**config.mk**
```make
export PLATFORM = sky130hd
export DESIGN_NAME = reorder_buffer
export DESIGN_NICKNAME = d
export VERILOG_FILES = /design/src/rtl/reorder_buffer_pkg.sv /design/src/rtl/reorder_buffer.sv
export SDC_FILE = /design/constraint.sdc
export NUM_CORES = 2
export LEC_CHECK = 0
export CAP_MARGIN = 20
export CORE_MARGIN = 3
export CORE_UTILIZATION = 50
export CTS_CLUSTER_DIAMETER = 60
export DETAILED_ROUTE_END_ITERATION = 16
export GPL_TIMING_DRIVEN = 0
export PLACE_DENSITY = 0.74
export SLEW_MARGIN = 15
export SYNTH_ARGS = -nofsm -noshare
export SYNTH_HDL_FRONTEND = slang
export SYNTH_SLANG_ARGS = --single-unit
```
**constraint.sdc**
```tcl
create_clock -name clk_in -period 3.55 [get_ports clk_in]
set_clock_uncertainty 0.05 [all_clocks]
set_input_delay 0.71 -clock clk_in [delete_from_list [all_inputs] [get_ports clk_in]]
set_output_delay 0.71 -clock clk_in [all_outputs]
set_load 0.05 [all_outputs]
```
**src/rtl/reorder_buffer_pkg.sv**
```systemverilog
// Shared reorder-buffer configuration and the per-entry record layout.
// The tag width default is shared with the register file and reservation stations.
package reorder_buffer_pkg;

    localparam int unsigned RobSizeBit = 3;

    typedef struct packed {
        logic        busy;
        logic        ready;
        logic        has_rd;
        logic [4:0]  rd;
        logic        is_branch;
        logic        pred;
        logic        taken;
        logic [31:0] value;
        logic [31:0] target;
    } rob_entry_t;

endpackage

```
**src/rtl/reorder_buffer.sv**
```systemverilog
// Circular reorder buffer: allocates tags at issue, collects write-backs and retires in order.
// A mispredicted branch at commit flushes every entry and pulses rob_clear for one cycle.
module reorder_buffer
    import reorder_buffer_pkg::*;
#(
    parameter int unsigned ROB_SIZE_BIT = RobSizeBit
) (
    input  logic                    clk_in,
    input  logic                    rst_n_in,
    input  logic                    rdy_in,
    input  logic                    issue_valid,
    input  logic                    issue_has_rd,
    input  logic [4:0]              issue_rd,
    input  logic                    issue_is_branch,
    input  logic                    issue_pred_taken,
    output logic                    issue_ready,
    output logic [ROB_SIZE_BIT-1:0] issue_tag,
    input  logic                    wb_valid,
    input  logic [ROB_SIZE_BIT-1:0] wb_tag,
    input  logic [31:0]             wb_val,
    input  logic                    wb_br_taken,
    input  logic [31:0]             wb_br_target,
    input  logic [ROB_SIZE_BIT-1:0] qry_tag1,
    input  logic [ROB_SIZE_BIT-1:0] qry_tag2,
    output logic                    qry_ready1,
    output logic                    qry_ready2,
    output logic [31:0]             qry_val1,
    output logic [31:0]             qry_val2,
    output logic                    rf_dep_valid,
    output logic [4:0]              rf_dep_id,
    output logic [ROB_SIZE_BIT-1:0] rf_dep,
    output logic                    rf_val_valid,
    output logic [4:0]              rf_val_id,
    output logic [ROB_SIZE_BIT-1:0] rf_val_dep,
    output logic [31:0]             rf_val,
    output logic                    rob_clear,
    output logic [31:0]             redirect_pc
);

    localparam int unsigned ROB_SIZE = 2 ** ROB_SIZE_BIT;
    localparam logic [ROB_SIZE_BIT:0]   COUNT_FULL = (ROB_SIZE_BIT + 1)'(ROB_SIZE);
    localparam logic [ROB_SIZE_BIT:0]   COUNT_ONE  = (ROB_SIZE_BIT + 1)'(1);
    localparam logic [ROB_SIZE_BIT-1:0] PTR_ONE    = ROB_SIZE_BIT'(1);

    rob_entry_t              entries_q [ROB_SIZE];
    rob_entry_t              entries_d [ROB_SIZE];
    logic [ROB_SIZE_BIT-1:0] head_q, head_d;
    logic [ROB_SIZE_BIT-1:0] tail_q, tail_d;
    logic [ROB_SIZE_BIT:0]   count_q, count_d;
    logic                    clear_pend_q, clear_pend_d;
    logic [31:0]             redirect_pc_q, redirect_pc_d;

    logic       issue_accept;
    logic       commit;
    logic       mispredict;
    rob_entry_t head_entry;

    assign head_entry   = entries_q[head_q];
    // Readiness uses the registered count, so a same-cycle commit never frees a slot.
    assign issue_ready  = rdy_in && (count_q != COUNT_FULL) && !clear_pend_q;
    assign issue_accept = issue_valid && issue_ready;
    assign issue_tag    = tail_q;
    assign commit       = rdy_in && (count_q != '0) && head_entry.ready && !clear_pend_q;
    assign mispredict   = commit && head_entry.is_branch && (head_entry.taken != head_entry.pred);

    assign rf_dep_valid = issue_accept && issue_has_rd;
    assign rf_dep_id    = rf_dep_valid ? issue_rd : '0;
    assign rf_dep       = rf_dep_valid ? tail_q : '0;

    assign rf_val_valid = commit && head_entry.has_rd;
    assign rf_val_id    = rf_val_valid ? head_entry.rd : '0;
    assign rf_val_dep   = rf_val_valid ? head_q : '0;
    assign rf_val       = rf_val_valid ? head_entry.value : '0;

    assign rob_clear    = clear_pend_q;
    assign redirect_pc  = redirect_pc_q;

    // The CDB result is bypassed so a consumer probing its producer this cycle sees it.
    always_comb begin
        qry_ready1 = entries_q[qry_tag1].busy && entries_q[qry_tag1].ready;
        qry_val1   = entries_q[qry_tag1].value;
        qry_ready2 = entries_q[qry_tag2].busy && entries_q[qry_tag2].ready;
        qry_val2   = entries_q[qry_tag2].value;
        if (wb_valid && wb_tag == qry_tag1) begin
            qry_ready1 = 1'b1;
            qry_val1   = wb_val;
        end
        if (wb_valid && wb_tag == qry_tag2) begin
            qry_ready2 = 1'b1;
            qry_val2   = wb_val;
        end
    end

    always_comb begin
        entries_d     = entries_q;
        head_d        = head_q;
        tail_d        = tail_q;
        count_d       = count_q;
        clear_pend_d  = clear_pend_q;
        redirect_pc_d = redirect_pc_q;

        if (rdy_in) begin
            clear_pend_d = 1'b0;

            if (wb_valid && entries_q[wb_tag].busy) begin
                entries_d[wb_tag].ready  = 1'b1;
                entries_d[wb_tag].value  = wb_val;
                entries_d[wb_tag].taken  = wb_br_taken;
                entries_d[wb_tag].target = wb_br_target;
            end

            if (issue_accept) begin
                entries_d[tail_q]           = '0;
                entries_d[tail_q].busy      = 1'b1;
                entries_d[tail_q].has_rd    = issue_has_rd;
                entries_d[tail_q].rd        = issue_rd;
                entries_d[tail_q].is_branch = issue_is_branch;
                entries_d[tail_q].pred      = issue_pred_taken;
                tail_d                      = tail_q + PTR_ONE;
            end

            if (commit) begin
                entries_d[head_q].busy = 1'b0;
                head_d                 = head_q + PTR_ONE;
            end

            unique case ({issue_accept, commit})
                2'b10:   count_d = count_q + COUNT_ONE;
                2'b01:   count_d = count_q - COUNT_ONE;
                default: count_d = count_q;
            endcase

            // Flush wins over everything else this cycle, including a same-cycle issue.
            if (mispredict) begin
                for (int i = 0; i < ROB_SIZE; i++) begin
                    entries_d[i].busy = 1'b0;
                end
                head_d        = '0;
                tail_d        = '0;
                count_d       = '0;
                clear_pend_d  = 1'b1;
                redirect_pc_d = head_entry.target;
            end
        end
    end

    always_ff @(posedge clk_in or negedge rst_n_in) begin
        if (!rst_n_in) begin
            for (int i = 0; i < ROB_SIZE; i++) begin
                entries_q[i] <= '0;
            end
            head_q        <= '0;
            tail_q        <= '0;
            count_q       <= '0;
            clear_pend_q  <= 1'b0;
            redirect_pc_q <= '0;
        end else begin
            entries_q     <= entries_d;
            head_q        <= head_d;
            tail_q        <= tail_d;
            count_q       <= count_d;
            clear_pend_q  <= clear_pend_d;
            redirect_pc_q <= redirect_pc_d;
        end
    end

endmodule

```
==> summary.txt <==
Pwr
  • Net Sw Frac: 0.427
  • Clock Power Share: 0.210
  • Total Power: 0.0357 W
  • Psw: 0.0152 W
  • Seq pwr share: 0.351
  • Internal power: 0.0205 W
  • Comb pwr share: 0.439
  • Pleak: 17.3 nW
  • Power Density: 918 nW/um^2
  • Maximum VDD drop: 703 uV

Drt
  • Vias per cell: 7.02
  • Drt initial violations: 4718
  • Initial DRT Pass Iterations: 9
  • # DRC: 0
  • Per-cell routed wire length: 31.9 um
  • Final WL: 136000 um
  • Vias post-DR: 29800
  • Post-route ant nets: 0

Critical path
  • CP arrival: 3.11 ns
  • Startpoint types: flop
  • Worst setup EP type: output pin
  • Crit-path max FO: 5
  • Critical-path cell list: buf_4, and3b_1, a311oi_1, o21a_2, nor2_4, nand3_4, buf_12, clkbuf_16, nor4_4, buf_6
  • Crit path kind: reg2out
  • Slowest stage delay, CP: 0.43 ns
  • CP max stage cell: dfrtp_1
  • Worst Path Required: 2.79 ns

Floorplanning
  • # IOs: 240
  • Die area: 65800 um^2
  • Die width: 257 um
  • Die height: 257 um
  • Core ar.: 61900 um^2
  • FP Rows: 91
  • Starting Density: 0.507

Timing
  • Final setup margin: -0.320 ns
  • Worst slew pin tran: 1.22 ns
  • Max_slew headroom: 0.183
  • Clock period minus worst slack: 3.87 ns
  • Setup violators final: 41
  • Final worst-path cycle share: 1.09
  • RSZ-0062 raised after global routing: true
  • Fmax: 258 MHz
  • Hold Fails Final Rpt: 0
  • Final Slew Violations: 0

Yosys
  • Yosys cell types: 62
  • Yosys warns: 0
  • Synth Register Bits: 643
  • Post-synth EDFFs: 0
  • Synthesized cell area: 31400 um^2
  • Top cells by area, synth: dfrtp_1, mux4_2, nand2_1
  • Sequential area share after synthesis: 0.513
  • Most frequent cell after synthesis: dfrtp_1
  • Cells after Synth: 3002
  • Net count after synthesis: 3093
  • Commonest cells post-synth: dfrtp_1, nand2_1, o21ai_0
  • Dominant cell type by area after synthesis: dfrtp_1
  • Top cell type's share of synthesized area: 0.513
  • Syn_area_per_cell: 10.5 um^2
  • Ys flop type: dfrtp_1
  • Ys async rst share: 1.00

Run
  • MaxCap Viol Count: 0

Final layout
  • Core Util, Final: 0.628
  • P&R area growth vs syn: 24.0%
  • Layout Nets: 3448
  • # fillers: 5009
  • Share of layout cells above drive strength 1: 0.212
  • Fin cells: 4252

Clocking
  • Total CTS buffers: 70
  • CTS clk-pin slew, worst paths: 0.06 ns
  • CTS tree: yes
  • # H-tree levels: 3
  • CTS Hold Buffers Added: 0
  • CTS max path bufs: 3
  • Clock root buffer: clkbuf_16
  • Clock latency on the worst-skew pair: 0.64 ns
  • Clock Sinks: 643

Placed design
  • Hpwl dp: 86100 um
  • RePlAce Congestion: 1.02
  • Placed cells: 4075
  • Port-buffer cells: 227

GRT
  • Global-route wire length before repair: 196000 um
  • Vias in the first global route: 29500
  • Pin count of the biggest net entering global routing: 109
  • Antenna violations before repair: 8
  • Total track usage: 0.405
  • Overflow left after global routing: 0

Outcome
  • Failing checks: negative setup slack
  • Outcome: complete, but fails checks

Min path
  • Worst min path class: in2async
## worst max-delay path, delay by kind of cell (launching register included)
family	cells	cell delay (ns)
AOI/OAI and AO/OA	2	0.34
buffers and inverters	4	0.73
DFF	1	0.43
and+or+nand+nor	4	0.96
## final cells by class
type                            instances  area (um^2)  area share
Antenna cell                            5         12.5    0.000322
Buffer                                267         1950      0.0501
Clock buffer                           98         2060      0.0530
Clock inverter                         27          251     0.00647
Inverter                               11         50.0     0.00129
Multi-Input combinational cell       2077        14700       0.378
Sequential cell                       643        16100       0.414
Tap cell                              837         1050      0.0269
Timing Repair Buffer                  287         2740      0.0705
## metrics by stage
stage,cell area [um^2],hold WS [ns],setup WS (ns),TNS (ns)
detailed placement,35000,0.407,-1.92,-222.64
CTS,38500,0.0615,-0.0709,-0.480
global placement,34700,0.404,-27.20,-
global route,38900,0.0836,-0.322,-6.90
floorplan,31400,0.364,-0.368,-5.83
finish,38900,0.0105,-0.320,-6.10
## timing repair
action,4_1_cts,5_1_grt
gates cloned,2,0
pin swaps,15,19
setup endpoints to repair,126,145
gates resized for setup,1030,88
buffers inserted,28,21
## cell families after synthesis
| logic type | count (synthesis) | share of synthesized area |
|---|---|---|
| AOI/OAI and AO/OA | 955 | 0.196 |
| and+or+nand+nor | 857 | 0.113 |
| DFF | 643 | 0.513 |
| buffers and inverters | 282 | 0.0404 |
| muxes | 243 | 0.131 |
| xor gates and xnor gates | 18 | 0.00502 |
| adders and majority gates | 4 | 0.00160 |
## metal layers
layer / share of wire / GRT usage / vias up
li1: - / - / 11800
met1: 0.34 / 0.495 / 14500
met2: 0.42 / 0.581 / 2718
met3: 0.15 / 0.172 / 794
met4: 0.090 / 0.282 / 6
met5: 0.00085 / 0.0168 / -
## path summary, 6_finish.rpt
check | slack, ns | end | from | depth (start not counted)
worst max-delay path | -0.32 | rf_val_id[2] | head_q[2]$_DFFE_PN0P_ | 10
worst min-delay path | 0.01 | asynchronous set/reset pin | rst_n_in | 1
worst max register to register | 0.12 | entries_q[159]$_DFFE_PN0P_ | rob_clear$_DFFE_PN0P_ | 7
worst min register to register | 0.42 | flop | flop | 2
max in group asynchronous | 1.46 | entries_q[469]$_DFFE_PN0P_ | rst_n_in | 4
min in group clk_in | 0.41 | flop | issue_rd[3] | 3
## flip-flops by register name (all words and copies together) (netlist names), named ones only
| signal | flops |
|---|---|
| count_q | 4 |
| entries_q | 536 |
| head_q | 3 |
| issue_tag | 3 |
| redirect_pc | 32 |
| rob_clear | 1 |
## power groups by stage
stage               clock network [W]  logic [W]  registers (W)
global placement                    0     0.0131         0.0123
floorplan                           0    0.00828         0.0123
finish                        0.00751     0.0157         0.0125
global route                  0.00772     0.0164         0.0128
detailed placement                  0     0.0134         0.0124
CTS                           0.00742     0.0147         0.0123
## cells in the final DEF, fill, tap and decap left out, types with 10 or more instances in the layout
master and instances:
mux4_2 132, nor4_4 22, buf_8 11, nand3_1 12, a22o_1 186, xnor2_1 16
nand2_1 575, a21oi_2 14, buf_2 101, nor2_1 150, a21oi_1 61, a221oi_1 65
o221ai_1 16, o21ai_1 14, clkbuf_2 10, a31oi_1 34, buf_6 57, clkbuf_8 32
buf_12 18, o22a_1 22, clkbuf_1 111, mux2_2 33, mux2i_1 77, o21ai_0 391
clkdlybuf4s50_1 106, clkbuf_16 80, dfrtp_1 641, buf_4 96, nor3_1 14, o22ai_1 112
clkinv_2 14
No activity file was read; power rests on OpenSTA's default activity.
